==> config.mk <==
export PLATFORM = sky130hd
export DESIGN_NAME = cmp_bist
export DESIGN_NICKNAME = d
export VERILOG_FILES = /design/src/rtl/cmp_bist.sv
export SDC_FILE = /design/constraint.sdc
export NUM_CORES = 1
export LEC_CHECK = 0
export ABC_AREA = 1
export CORE_ASPECT_RATIO = 1.25
export CORE_MARGIN = 2
export CORE_UTILIZATION = 50
export DETAILED_ROUTE_END_ITERATION = 8
export HOLD_SLACK_MARGIN = 0.03
export PLACE_DENSITY = 0.78
export SLEW_MARGIN = 20
export SYNTH_ARGS = -nofsm -noshare
export SYNTH_HDL_FRONTEND = slang
export SYNTH_SLANG_ARGS = --single-unit
==> constraint.sdc <==
create_clock -name clk -period 2.25 [get_ports clk]
set_clock_uncertainty 0.05 [all_clocks]
set_input_delay 0.3375 -clock clk [delete_from_list [all_inputs] [get_ports clk]]
set_output_delay 0.3375 -clock clk [all_outputs]
set_load 0.02 [all_outputs]
==> src/rtl/cmp_bist.sv <==
// Self-test engine for a 2-bit magnitude comparator: sweeps every A/B pair, checks F1/F2/F3
// against a golden model and reports the result. Optional macro: CMP_BIST_STOP_ON_FAIL_EN.
module cmp_bist #(
  parameter int WIDTH       = 2,
  parameter int HOLD_CYCLES = 4,
  parameter int ERR_W       = 8
) (
  input  logic             clk,
  input  logic             rst_n,
  input  logic             start,
  output logic [WIDTH-1:0] A,
  output logic [WIDTH-1:0] B,
  input  logic             F1,
  input  logic             F2,
  input  logic             F3,
  output logic             busy,
  output logic             done,
  output logic             pass,
  output logic [ERR_W-1:0] err_count,
  output logic [WIDTH-1:0] fail_a,
  output logic [WIDTH-1:0] fail_b,
  output logic [2:0]       fail_f
);

  localparam int IDX_W  = 2 * WIDTH;
  localparam int HOLD_W = (HOLD_CYCLES > 1) ? $clog2(HOLD_CYCLES) : 1;

  localparam logic [1:0] ST_IDLE  = 2'd0;
  localparam logic [1:0] ST_APPLY = 2'd1;
  localparam logic [1:0] ST_DONE  = 2'd2;

  localparam logic [IDX_W-1:0]  IDX_ZERO  = {IDX_W{1'b0}};
  localparam logic [IDX_W-1:0]  IDX_ONE   = IDX_W'(1);
  localparam logic [IDX_W-1:0]  IDX_LAST  = {IDX_W{1'b1}};
  localparam logic [HOLD_W-1:0] HOLD_ZERO = {HOLD_W{1'b0}};
  localparam logic [HOLD_W-1:0] HOLD_ONE  = HOLD_W'(1);
  localparam logic [HOLD_W-1:0] HOLD_LAST = HOLD_W'(HOLD_CYCLES - 1);
  localparam logic [ERR_W-1:0]  ERR_ZERO  = {ERR_W{1'b0}};
  localparam logic [ERR_W-1:0]  ERR_ONE   = ERR_W'(1);
  localparam logic [ERR_W-1:0]  ERR_MAX   = {ERR_W{1'b1}};
  localparam logic [WIDTH-1:0]  OPD_ZERO  = {WIDTH{1'b0}};

  function automatic logic [2:0] golden_f(input logic [WIDTH-1:0] a, input logic [WIDTH-1:0] b);
    golden_f = {a > b, a == b, a < b};
  endfunction

  logic [1:0]        state_r;
  logic [IDX_W-1:0]  idx_r;
  logic [HOLD_W-1:0] hold_r;

  logic              launch_s;
  logic              sample_s;
  logic              mismatch_s;
  logic              stop_s;
  logic [IDX_W-1:0]  next_idx_s;
  logic [ERR_W-1:0]  err_next_s;

  assign launch_s   = start && (state_r != ST_APPLY);
  assign sample_s   = (state_r == ST_APPLY) && (hold_r == HOLD_LAST);
  assign mismatch_s = sample_s && ({F1, F2, F3} != golden_f(A, B));
  assign next_idx_s = idx_r + IDX_ONE;

`ifdef CMP_BIST_STOP_ON_FAIL_EN
  assign stop_s = mismatch_s;
`else
  assign stop_s = 1'b0;
`endif

  // Saturating error count including the vector being sampled this cycle.
  always_comb begin
    err_next_s = err_count;
    if (mismatch_s && (err_count != ERR_MAX)) begin
      err_next_s = err_count + ERR_ONE;
    end else begin
      err_next_s = err_count;
    end
  end

  // Sweep sequencer, result capture and registered outputs.
  always_ff @(posedge clk) begin
    if (!rst_n) begin
      state_r   <= ST_IDLE;
      idx_r     <= IDX_ZERO;
      hold_r    <= HOLD_ZERO;
      A         <= OPD_ZERO;
      B         <= OPD_ZERO;
      busy      <= 1'b0;
      done      <= 1'b0;
      pass      <= 1'b0;
      err_count <= ERR_ZERO;
      fail_a    <= OPD_ZERO;
      fail_b    <= OPD_ZERO;
      fail_f    <= 3'b000;
    end else if (launch_s) begin
      state_r   <= ST_APPLY;
      idx_r     <= IDX_ZERO;
      hold_r    <= HOLD_ZERO;
      A         <= OPD_ZERO;
      B         <= OPD_ZERO;
      busy      <= 1'b1;
      done      <= 1'b0;
      pass      <= 1'b0;
      err_count <= ERR_ZERO;
      fail_a    <= OPD_ZERO;
      fail_b    <= OPD_ZERO;
      fail_f    <= 3'b000;
    end else begin
      case (state_r)
        ST_APPLY: begin
          hold_r <= hold_r + HOLD_ONE;
          if (sample_s) begin
            err_count <= err_next_s;
            // Only the first mismatch is captured; err_count is still zero then.
            if (mismatch_s && (err_count == ERR_ZERO)) begin
              fail_a <= A;
              fail_b <= B;
              fail_f <= {F1, F2, F3};
            end
            if ((idx_r == IDX_LAST) || stop_s) begin
              state_r <= ST_DONE;
              busy    <= 1'b0;
              done    <= 1'b1;
              pass    <= (err_next_s == ERR_ZERO);
            end else begin
              idx_r  <= next_idx_s;
              A      <= next_idx_s[IDX_W-1:WIDTH];
              B      <= next_idx_s[WIDTH-1:0];
              hold_r <= HOLD_ZERO;
            end
          end
        end
        ST_IDLE, ST_DONE: begin
          state_r <= state_r;
        end
        default: begin
          state_r <= ST_IDLE;
          busy    <= 1'b0;
        end
      endcase
    end
  end

endmodule

======== Word-level counts from Yosys, hierarchy flattened ========
Cells that the tools add are included.
storage, ports and cells
  memory bits (read-only) ................. 0
  bits in writable memories ............... 0
  output and inout bits ................... 22
  bits in latches ......................... 0
  memories ................................ 0
  register bits after elaboration ......... 30
cells by class
  bitwise logic cells ..................... 3
  magnitude comparators ................... 2
  div/mod/pow operators ................... 0
  multipliers ............................. 0
  eq/ne operators ......................... 13
  add/sub/neg operators ................... 3
  shifts and indexed selects .............. 0
  reduce and logical (&&, ||, !) cells .... 16
  muxes and demuxes ....................... 11
operator list
  operator                                             number
  logical NOT 8 bit                                    2
  AND reduction 3 bit                                  5
  adder 8 x 1 -> 8 bit, second input constant          1
  two-way mux 2 bit                                    4
  two-way mux 8 bit                                    1
  != test 8 bit, second input constant                 1
  logical AND 1 bit                                    5
  adder 4 x 1 -> 4 bit, second input constant          1
  equality test 2 bit, second input constant           2
  equality test 4 bit, second input constant           1
  two-way mux 1 bit                                    4
  != test 2 x 1 -> 1 bit, second input constant        2
  != test 2 bit, second input constant                 2
  one-hot mux 2 bit (2 select lines)                   1
  OR reduction 2 bit                                   2
  != test 3 x 2 -> 1 bit, second input constant        1
  != test 3 bit                                        1
  != test 3 bit, second input constant                 1
  NOT 1 bit                                            3
  adder 2 x 1 -> 2 bit, second input constant          1
  equality test 2 x 1 -> 1 bit, second input constant  1
  equality test 2 bit                                  1
  greater-than comparator 2 bit                        1
  logical NOT 2 bit                                    1
  3 further kinds                                      3

======== Depth between registers and ports, before layout ========
  depth after elaboration ................. 6
  gate-level depth with buffers ........... 18

======== Least setup slack after synthesis ========
Ideal clock, no wire load.
  kind .................................... reg-to-reg
  from .................................... reg idx_r[1]
  to ...................................... reg pass
  buffers on the path ..................... 1
  data arrival time ....................... 1.854 ns
  setup slack ............................. 0.282 ns
  period minus slack after synthesis ...... 1.968 ns
  stages on the path, launching flop included .. 17
  library setup time ...................... 0.064 ns
  path through ............................ dfxtp_1 inv_1 ha_1 nand2_1 nand2_2 nand2_1 nand2_1 nor2_2 nand2_2 buf_6 a21oi_2 nand3_1 nor2_1 nand2_1 nor2_1 nor2_1 nor2_1
on the way
  longest elaborated chain between the ends .. 2
RTL lines
  item                                  RTL line  source
  from (decl)                           48        logic [IDX_W-1:0] idx_r;
  from (signal assigned)                125       idx_r <= next_idx_s;
  equality test 4 bit                   119       if ((idx_r == IDX_LAST) || stop_s) begin
  AND reduction 3 bit (no source line)  -
  to (signal assigned)                  123       pass <= (err_next_s == ERR_ZERO);
  to (decl)                             18        output logic pass,
Every way passes these cells.
A chain may end at the register's enable or synchronous reset.

======== Worst setup path after layout ========
Ends and elaborated chain as after synthesis.

==> impl_metrics.env <==
export IMPL_viasPerCell=5.131
export IMPL_routed_wl_um=2985
export IMPL_synth_edff_count=0
export IMPL_drt_iter0_drc=24
export IMPL_worst_setup_path_endpoint="pass"
export IMPL_r2r_start="idx_r[1]"
export IMPL_pin_count=28
export IMPL_p_switching_uw=165.4
export IMPL_clockRootBuffer="clkbuf_4"
export IMPL_timing_final_hold_violations=0
export IMPL_antenna_found_initial=0
export IMPL_pwr_share_seq_pct=63.9
export IMPL_synth_yosys_seq_area_share_pct=35.78
export IMPL_period_needed_ns=2.034
export IMPL_syn2layout_area_growth_pct=25.31
export IMPL_path_class="reg -> reg"
export IMPL_cp_start_kind="register"
export IMPL_cts_sinks=25
export IMPL_die_area_mm2=0.003239
export IMPL_overflow=0
export IMPL_utilization_pct=65.41
export IMPL_cts_htree_levels=1
export IMPL_critPathArrivalTime_ns=2.24
export IMPL_grt_pass1_wl_um=5181
export IMPL_die_height_um=63.14
export IMPL_cp_max_fo=7
export IMPL_synth_area_per_cell_um2=7.174
export IMPL_layout_drive_gt1_share_pct=14.22
export IMPL_outcome="finished clean"
export IMPL_fin_area_mm2=0.001753
export IMPL_crit_top_cell="nand2_1"
export IMPL_p_int_uw=535.0
export IMPL_ys_top_cells_by_count="nand2_1, inv_1, dfxtp_1, a21oi_1, nor2_1"
export IMPL_synthCells=195
export IMPL_dp_hpwl_um=2190
export IMPL_grt_max_degree=15
export IMPL_crit_cells=16
export IMPL_place_area_mm2=0.001684
export IMPL_core_area_mm2=0.002680
export IMPL_worstSetupStartpoint="idx_r[1]"
export IMPL_worstRegToRegCells=16
export IMPL_die_w_um=51.31
export IMPL_cpPeakStageDelay_ns=0.38
export IMPL_synth_area_top_cells="dfxtp_1, nand2_1, a21oi_1"
export IMPL_drtPass1Iterations=5
export IMPL_cpLargestDelayFamily="simple AND/OR/NAND/NOR gates"
export IMPL_numCtsBuffers=3
export IMPL_ys_flop_type="dfxtp_1"
export IMPL_synth_seq_cells=25
export IMPL_setup_viol=0
export IMPL_hold_buffers=0
export IMPL_rr_endpoint="pass"
export IMPL_dp_slack_ns=0.09192
export IMPL_max_freq_mhz=491.7
export IMPL_powerDensity_mw_per_mm2=399.5
export IMPL_detail_route_antenna_nets=0
export IMPL_total_power_uw=700.3
export IMPL_clkPwrFrac_pct=28.2
export IMPL_ff2ff_setup_slack_ns=0.22
export IMPL_critical_path_slowest_cell="dfxtp_2"
export IMPL_worstPathRequired_ns=2.46
export IMPL_slew_headroom_pct=69.59
export IMPL_layout_worst_path_cycle_share_pct=90.38
export IMPL_fin_ws_ns=0.2164
export IMPL_port_buffers=27
export IMPL_syn_cell_area_mm2=0.001399
export IMPL_timing_worst_slew_pin_value_ns=0.4556
export IMPL_routedWlPerCell_um=11.53
export IMPL_path_cells="inv_1 -> ha_1 -> nand2_1 -> nand2_2 -> nand2_1 -> nand2_1 -> nand2_1 -> nand2_4 -> nand3_4 -> nand2_1 -> nand2_1 -> nor2_1 -> nand2_1 -> nor2_1 -> nor2_1 -> nor2_1"
export IMPL_clk_pin_slew_ns=0.14
export IMPL_leakage_nw=0.7177
export IMPL_vias=1329
export IMPL_async_flop_share_pct=0
export IMPL_num_antenna_cells=0
export IMPL_rows=21
export IMPL_report_final_slew_viol_count=0
export IMPL_netlist_area_leader_share_pct=35.78
export IMPL_gp_congestion=0.8956
export IMPL_power_switching_share_pct=23.61
export IMPL_peakVddDrop_mv=0.2754
export IMPL_tritoncts="yes"
export IMPL_synth_top_area_cell="dfxtp_1"
export IMPL_grt_use_total_pct=20.44
export IMPL_power_frac_comb_pct=7.9
export IMPL_cp_buffers_inverters=1
export IMPL_hp_class="reg -> reg"
export IMPL_grt_pass1_vias=1260
export IMPL_start_util_pct=52.19
export IMPL_drv_cap=0
export IMPL_yosysUniqueCellTypes=25
export IMPL_drc=0
export IMPL_ctsLongestPathBuffers=2
export IMPL_yosysMostFrequentCell="nand2_1"
export IMPL_clk_latency_ns=0.31
export IMPL_syn_nets=207
export IMPL_end_kind="register"
export IMPL_nNetsFinal=238
export IMPL_yosys_warnings=0
-- routing by layer --
| layer | global-route usage (%) | routed length (µm) | vias up |
|---|---|---|---|
| met5 | 0 | 0 | - |
| met4 | 7.895 | 24 | 0 |
| met3 | 2.844 | 113 | 2 |
| met2 | 35.71 | 1573 | 37 |
| met1 | 24.81 | 1275 | 596 |
| li1 | - | - | 694 |
-- flip-flops by register name, indices dropped and copies added (netlist names) --
register   cells
err_count      8
fail_f         3
A              2
fail_a         2
fail_b         2
hold_r         2
B              1
busy           1
done           1
idx_r          1
pass           1
state_r        1
-- cell type report --
| type | instances | area [µm²] |
|---|---|---|
| Clock inverter | 1 | 5.005 |
| Multi-Input combinational cell | 135 | 770.7 |
| Sequential cell | 25 | 503.0 |
| Timing Repair Buffer | 30 | 292.8 |
| Clock buffer | 3 | 22.52 |
| Inverter | 31 | 116.4 |
| Tap cell | 34 | 42.54 |
| Fill cell | 256 | 927.1 |
-- worst min-delay path, stage by stage, from the launching register on --
cell     delay [ns]
dfxtp_1        0.33
inv_1          0.05
a21oi_1        0.05
-- cells in the final DEF (no fill, tap or decap) --
cell,netlist,layout
nand3_1,6,6
o21ai_1,3,3
inv_1,26,26
clkinv_2,0,1
nor2_4,3,4
nand4_1,11,11
a211oi_1,1,1
o21ai_0,8,8
a21oi_1,22,22
nand2_4,1,2
nor2_1,16,16
inv_2,5,5
dfxtp_2,0,2
dfxtp_1,25,23
ha_1,6,6
xor2_1,2,2
xnor2_2,0,1
nand2_1,39,39
nand2_2,8,8
clkdlybuf4s50_1,0,27
a21oi_2,1,1
xnor2_1,3,2
clkbuf_4,0,3
buf_4,0,3
nand3_4,1,2
nor3_1,1,1
-- power groups by stage --
stage	Combinational, mW	Sequential (mW)	Clock (mW)
after floorplan	0.0320	0.459	0
after global placement	0.0495	0.457	0
after detailed placement	0.0505	0.458	0
after CTS	0.0506	0.448	0.209
after global routing	0.0619	0.449	0.229
final	0.0552	0.448	0.197
-- timing repair --
action | CTS | global route
resized for setup | 0 | 6
endpoints found under the hold margin | 0 | 0
buffers inserted | 0 | 1
endpoints found under the setup margin | 0 | 4
-- stage by stage --
step	hold slack [ns]	TNS [ns]	instances
after floorplan	0.3903	0	195
after detailed placement	0.3875	0	253
after global placement	0.3809	0	253
after global routing	0.4213	-0.001376	259
final	0.4024	0	259
after CTS	0.4062	0	257
-- worst min-delay path by stage --
stage	cells after the start	from	slack (ns)	endpoint
global placement	2	fail_f[1]	0.38	fail_f[1]
detailed placement	2	fail_f[0]	0.39	fail_f[0]
CTS	2	fail_f[0]	0.41	fail_f[0]
global route	2	fail_f[1]	0.42	fail_f[1]
floorplan	2	hold_r[1]	0.39	hold_r[1]
finish	2	fail_b[0]	0.40	fail_b[0]
-- cells by family after synthesis --
logic type	synth area share, %
DFF	35.78
xor gates and xnor gates	3.131
AOI/OAI and AO/OA	12.97
buffers and inverters	11.36
adders and majority gates	5.367
and+or+nand+nor	31.40
No activity file was read; power rests on OpenSTA's default activity.
==> RTL change, RTL diff (same settings) <==
The option `CMP_BIST_STOP_ON_FAIL_EN` is turned on by a define.
--- a/src/rtl/cmp_bist.sv
+++ b/src/rtl/cmp_bist.sv
@@ -1,4 +1,6 @@
 // Self-test engine for a 2-bit magnitude comparator: sweeps every A/B pair, checks F1/F2/F3
 // against a golden model and reports the result. Optional macro: CMP_BIST_STOP_ON_FAIL_EN.
+`define CMP_BIST_STOP_ON_FAIL_EN
+
 module cmp_bist #(
   parameter int WIDTH       = 2,
Formal check against the unedited RTL: not equivalent (a bounded check fails within 10 cycles, from zero or initial values and one cycle with rst_n low).
==> RTL change against the original RTL <==
Routed wire length fell by 0.40%; synthesized cell count fell by 6.2%; first-iteration DRC count rose by 21%; combinational power fell by 8.9%; synthesized area fell by 5.5%; setup slack got worse by 0.061 ns; cell area fell by 1.9%; sequential cell count did not move; count of clock-buffer cells in the layout did not move; fmax fell by 2.9%; total power rose by 0.71%; critical path type unchanged; critical endpoint is now fail_b[1]; largest power group unchanged.
==> RTL change: results (changes against the original RTL) <==
Logic synthesis
  – Number of distinct standard cells referenced by the synthesized netlist: 27 (+8.0%)
  – Mapped Avg Cell Area: 7.23 um^2 (+0.74%)
  – Fraction of registers with async set/reset: 0% (unchanged)
  – Top post-synthesis cells by count: sky130_fd_sc_hd__nand2_1 (41), sky130_fd_sc_hd__inv_1 (30), sky130_fd_sc_hd__dfxtp_1 (25), sky130_fd_sc_hd__a21oi_1 (20), sky130_fd_sc_hd__nor2_1 (13)
  – Synth warnings: 0 (unchanged)
  – Synth Net Count: 195 (-5.8%)
  – Biggest area contributors in the synthesized netlist: sky130_fd_sc_hd__dfxtp_1 (38%), sky130_fd_sc_hd__nand2_1 (12%), sky130_fd_sc_hd__inv_1 (8.5%), sky130_fd_sc_hd__a21oi_1 (7.6%), sky130_fd_sc_hd__ha_1 (5.7%)
  – Share of the yosys chip area belonging to registers: 37.8% (+2.1 points)

CTS
  – Gates resized, CTS repair: 0 (unchanged)
  – Worst skew pair latency: 0.32 ns
  – Root buffer cell: sky130_fd_sc_hd__clkbuf_4
  – Clock edge transition at the registers on the reported setup and hold paths: 0.14 ns (about the same)
  – Maximum count of clock buffers along a single path: 2 (unchanged)
  – Max H-tree Level: 1 (unchanged)

Power and ir drop
  – Static leakage: 0.702 nW (-2.2%)
  – Worst supply voltage drop on vdd: 343 uV (+25%)

Placement
  – Detailed-placement wirelength estimate: 2180 um (-0.47%)
  – Port Buf Inserts: 27 (unchanged)
  – Cell total after placement: 245 (-3.2%)
  – Last weighted congestion value of the routability-driven placer: 0.862 (-3.8%)
  – Area after detailed placement: 1650 um^2 (-2.2%)

Global routing
  – Routing usage on met1: 20.7% (-4.2 points)
  – GRT Util Overall: 19.8% (-0.63 points)
  – GRT met3 Usage: 2.91% (+0.069 points)
  – Wire length of the first global-routing pass: 4690 um (-9.6%)
  – Antenna violations before repair: 0 (unchanged)
  – Via count of the first global-routing pass: 1147 (-9.0%)
  – Met2 routing resource usage after global routing: 40.0% (+4.3 points)
  – Maximum number of pins on one net before global-route repair: 16 (+1)

Critical path
  – Worst R2R Path Depth: 12 (-4)
  – Crit Reg-Reg Endpoint: fail_b[1]
  – Worst Path Max Fanout: 7 (unchanged)
  – CP Data Arrival Time: 2.27 ns (+0.03 ns)
  – Reg-to-reg critical path startpoint: idx_r[1]
  – R2R Setup Slk: 0.16 ns (-0.06 ns)

Hold path
  – Start point of the worst hold path: fail_b[1]
  – Hold-critical path endpoint: fail_b[1]
  – Hold Crit Class: flip-flop to flip-flop

Routing
  – DR pass1 iterations: 4 (-1)
  – Average detailed-routed wire length per instance: 11.9 um (+3.2%)
  – Via count normalized by instance count: 5.02 (-2.1%)
  – Via count: 1256 (-5.5%)
  – Violation count after the first detailed-routing iteration: 29 (+21%)

Timing
  – Pin slew with the least headroom to its limit: 0.481 ns (+0.0255 ns)
  – Hold Vio Cnt, Final: 0 (unchanged)

Finish
  – Fraction of final layout cells sized beyond drive strength 1: 13.4% (-0.86 points)
  – Net total in the final layout: 230 (-3.4%)
  – Biggest registers after layout: err_count x8, fail_f x3
  – Filler cells: 209 (-18%)

Run status
  – Outcome: complete, no violations
==> RTL change: changes by cell type after synthesis, sizes merged, moves of 2 or more <==
cell | unedited run | this run
nand4 | 11 | 4
nor2 | 20 | 14
xor2 | 2 | 5
a21oi | 23 | 21
buf | 4 | 2
nand2 | 48 | 46
==> RTL change: layer usage <==
layer / wire length, um / up-vias / share of wire, %
met5: 0 / - / 0
met4: 15 / 0 / 0.50
met3: 100 / 2 / 3.4
met2: 1610 / 24 / 54
met1: 1250 / 577 / 42
li1: - / 653 / -
==> RTL change: critical path, cell delays in order, from the launching register on <==
cell and delay [ns]:
sky130_fd_sc_hd__dfxtp_2 0.39, sky130_fd_sc_hd__inv_1 0.08, sky130_fd_sc_hd__ha_4 0.28, sky130_fd_sc_hd__nand2_2 0.06, sky130_fd_sc_hd__nand2_2 0.07, sky130_fd_sc_hd__nand3_1 0.08
sky130_fd_sc_hd__nand2_1 0.08, sky130_fd_sc_hd__inv_1 0.06, sky130_fd_sc_hd__nand2_4 0.09, sky130_fd_sc_hd__nand2_2 0.09, sky130_fd_sc_hd__or3b_4 0.45, sky130_fd_sc_hd__o21ai_0 0.18
sky130_fd_sc_hd__a21oi_1 0.05
==> RTL change: report_power, final <==
group / internal [mW] / switching (mW) / leakage, nW
Combinational: 0.0216 / 0.0287 / 0.482
Sequential: 0.446 / 0.00220 / 0.202
Clock: 0.0666 / 0.140 / 0.0177
==> RTL change: metrics by stage <==
step	util, %	hold WS, ns	worst slack (ns)
global route	69.4	0.430	-0.0203
finish	69.4	0.404	0.155
floorplan	-	0.393	0.0969
detailed placement	66.5	0.382	0.0603
global placement	66.5	0.381	0.0876
CTS	67.6	0.402	0.0428
==> RTL change: cell type report <==
cell class,count,area [um^2],area share [%]
inverters,32,120,6.98
well taps,33,41.3,2.40
multi-input cells,125,729,42.4
clock buffers,3,22.5,1.31
flip-flops and latches,25,502,29.2
clock inverters,1,5.00,0.291
repair buffers,31,300,17.5
==> RTL change: worst max path at each step <==
stage,slack (ns),to,depth (start not counted),startpoint
after floorplan,0.1,fail_b[0],14,idx_r[1]
after detailed placement,0.06,A[0],16,idx_r[1]
after global placement,0.09,A[0],13,F3
final,0.16,fail_b[1],12,idx_r[1]
after CTS,0.04,A[0],16,idx_r[1]
after global routing,-0.02,fail_b[1],12,idx_r[1]
==> RTL change: logic make-up after synthesis <==
logic type,count (synthesis),share of synthesized area [%]
and+or+nand+nor,77,28.2
AOI/OAI and AO/OA,34,13.3
xor gates and xnor gates,7,4.64
DFF,25,37.8
buffers and inverters,34,10.3
adders and majority gates,6,5.68
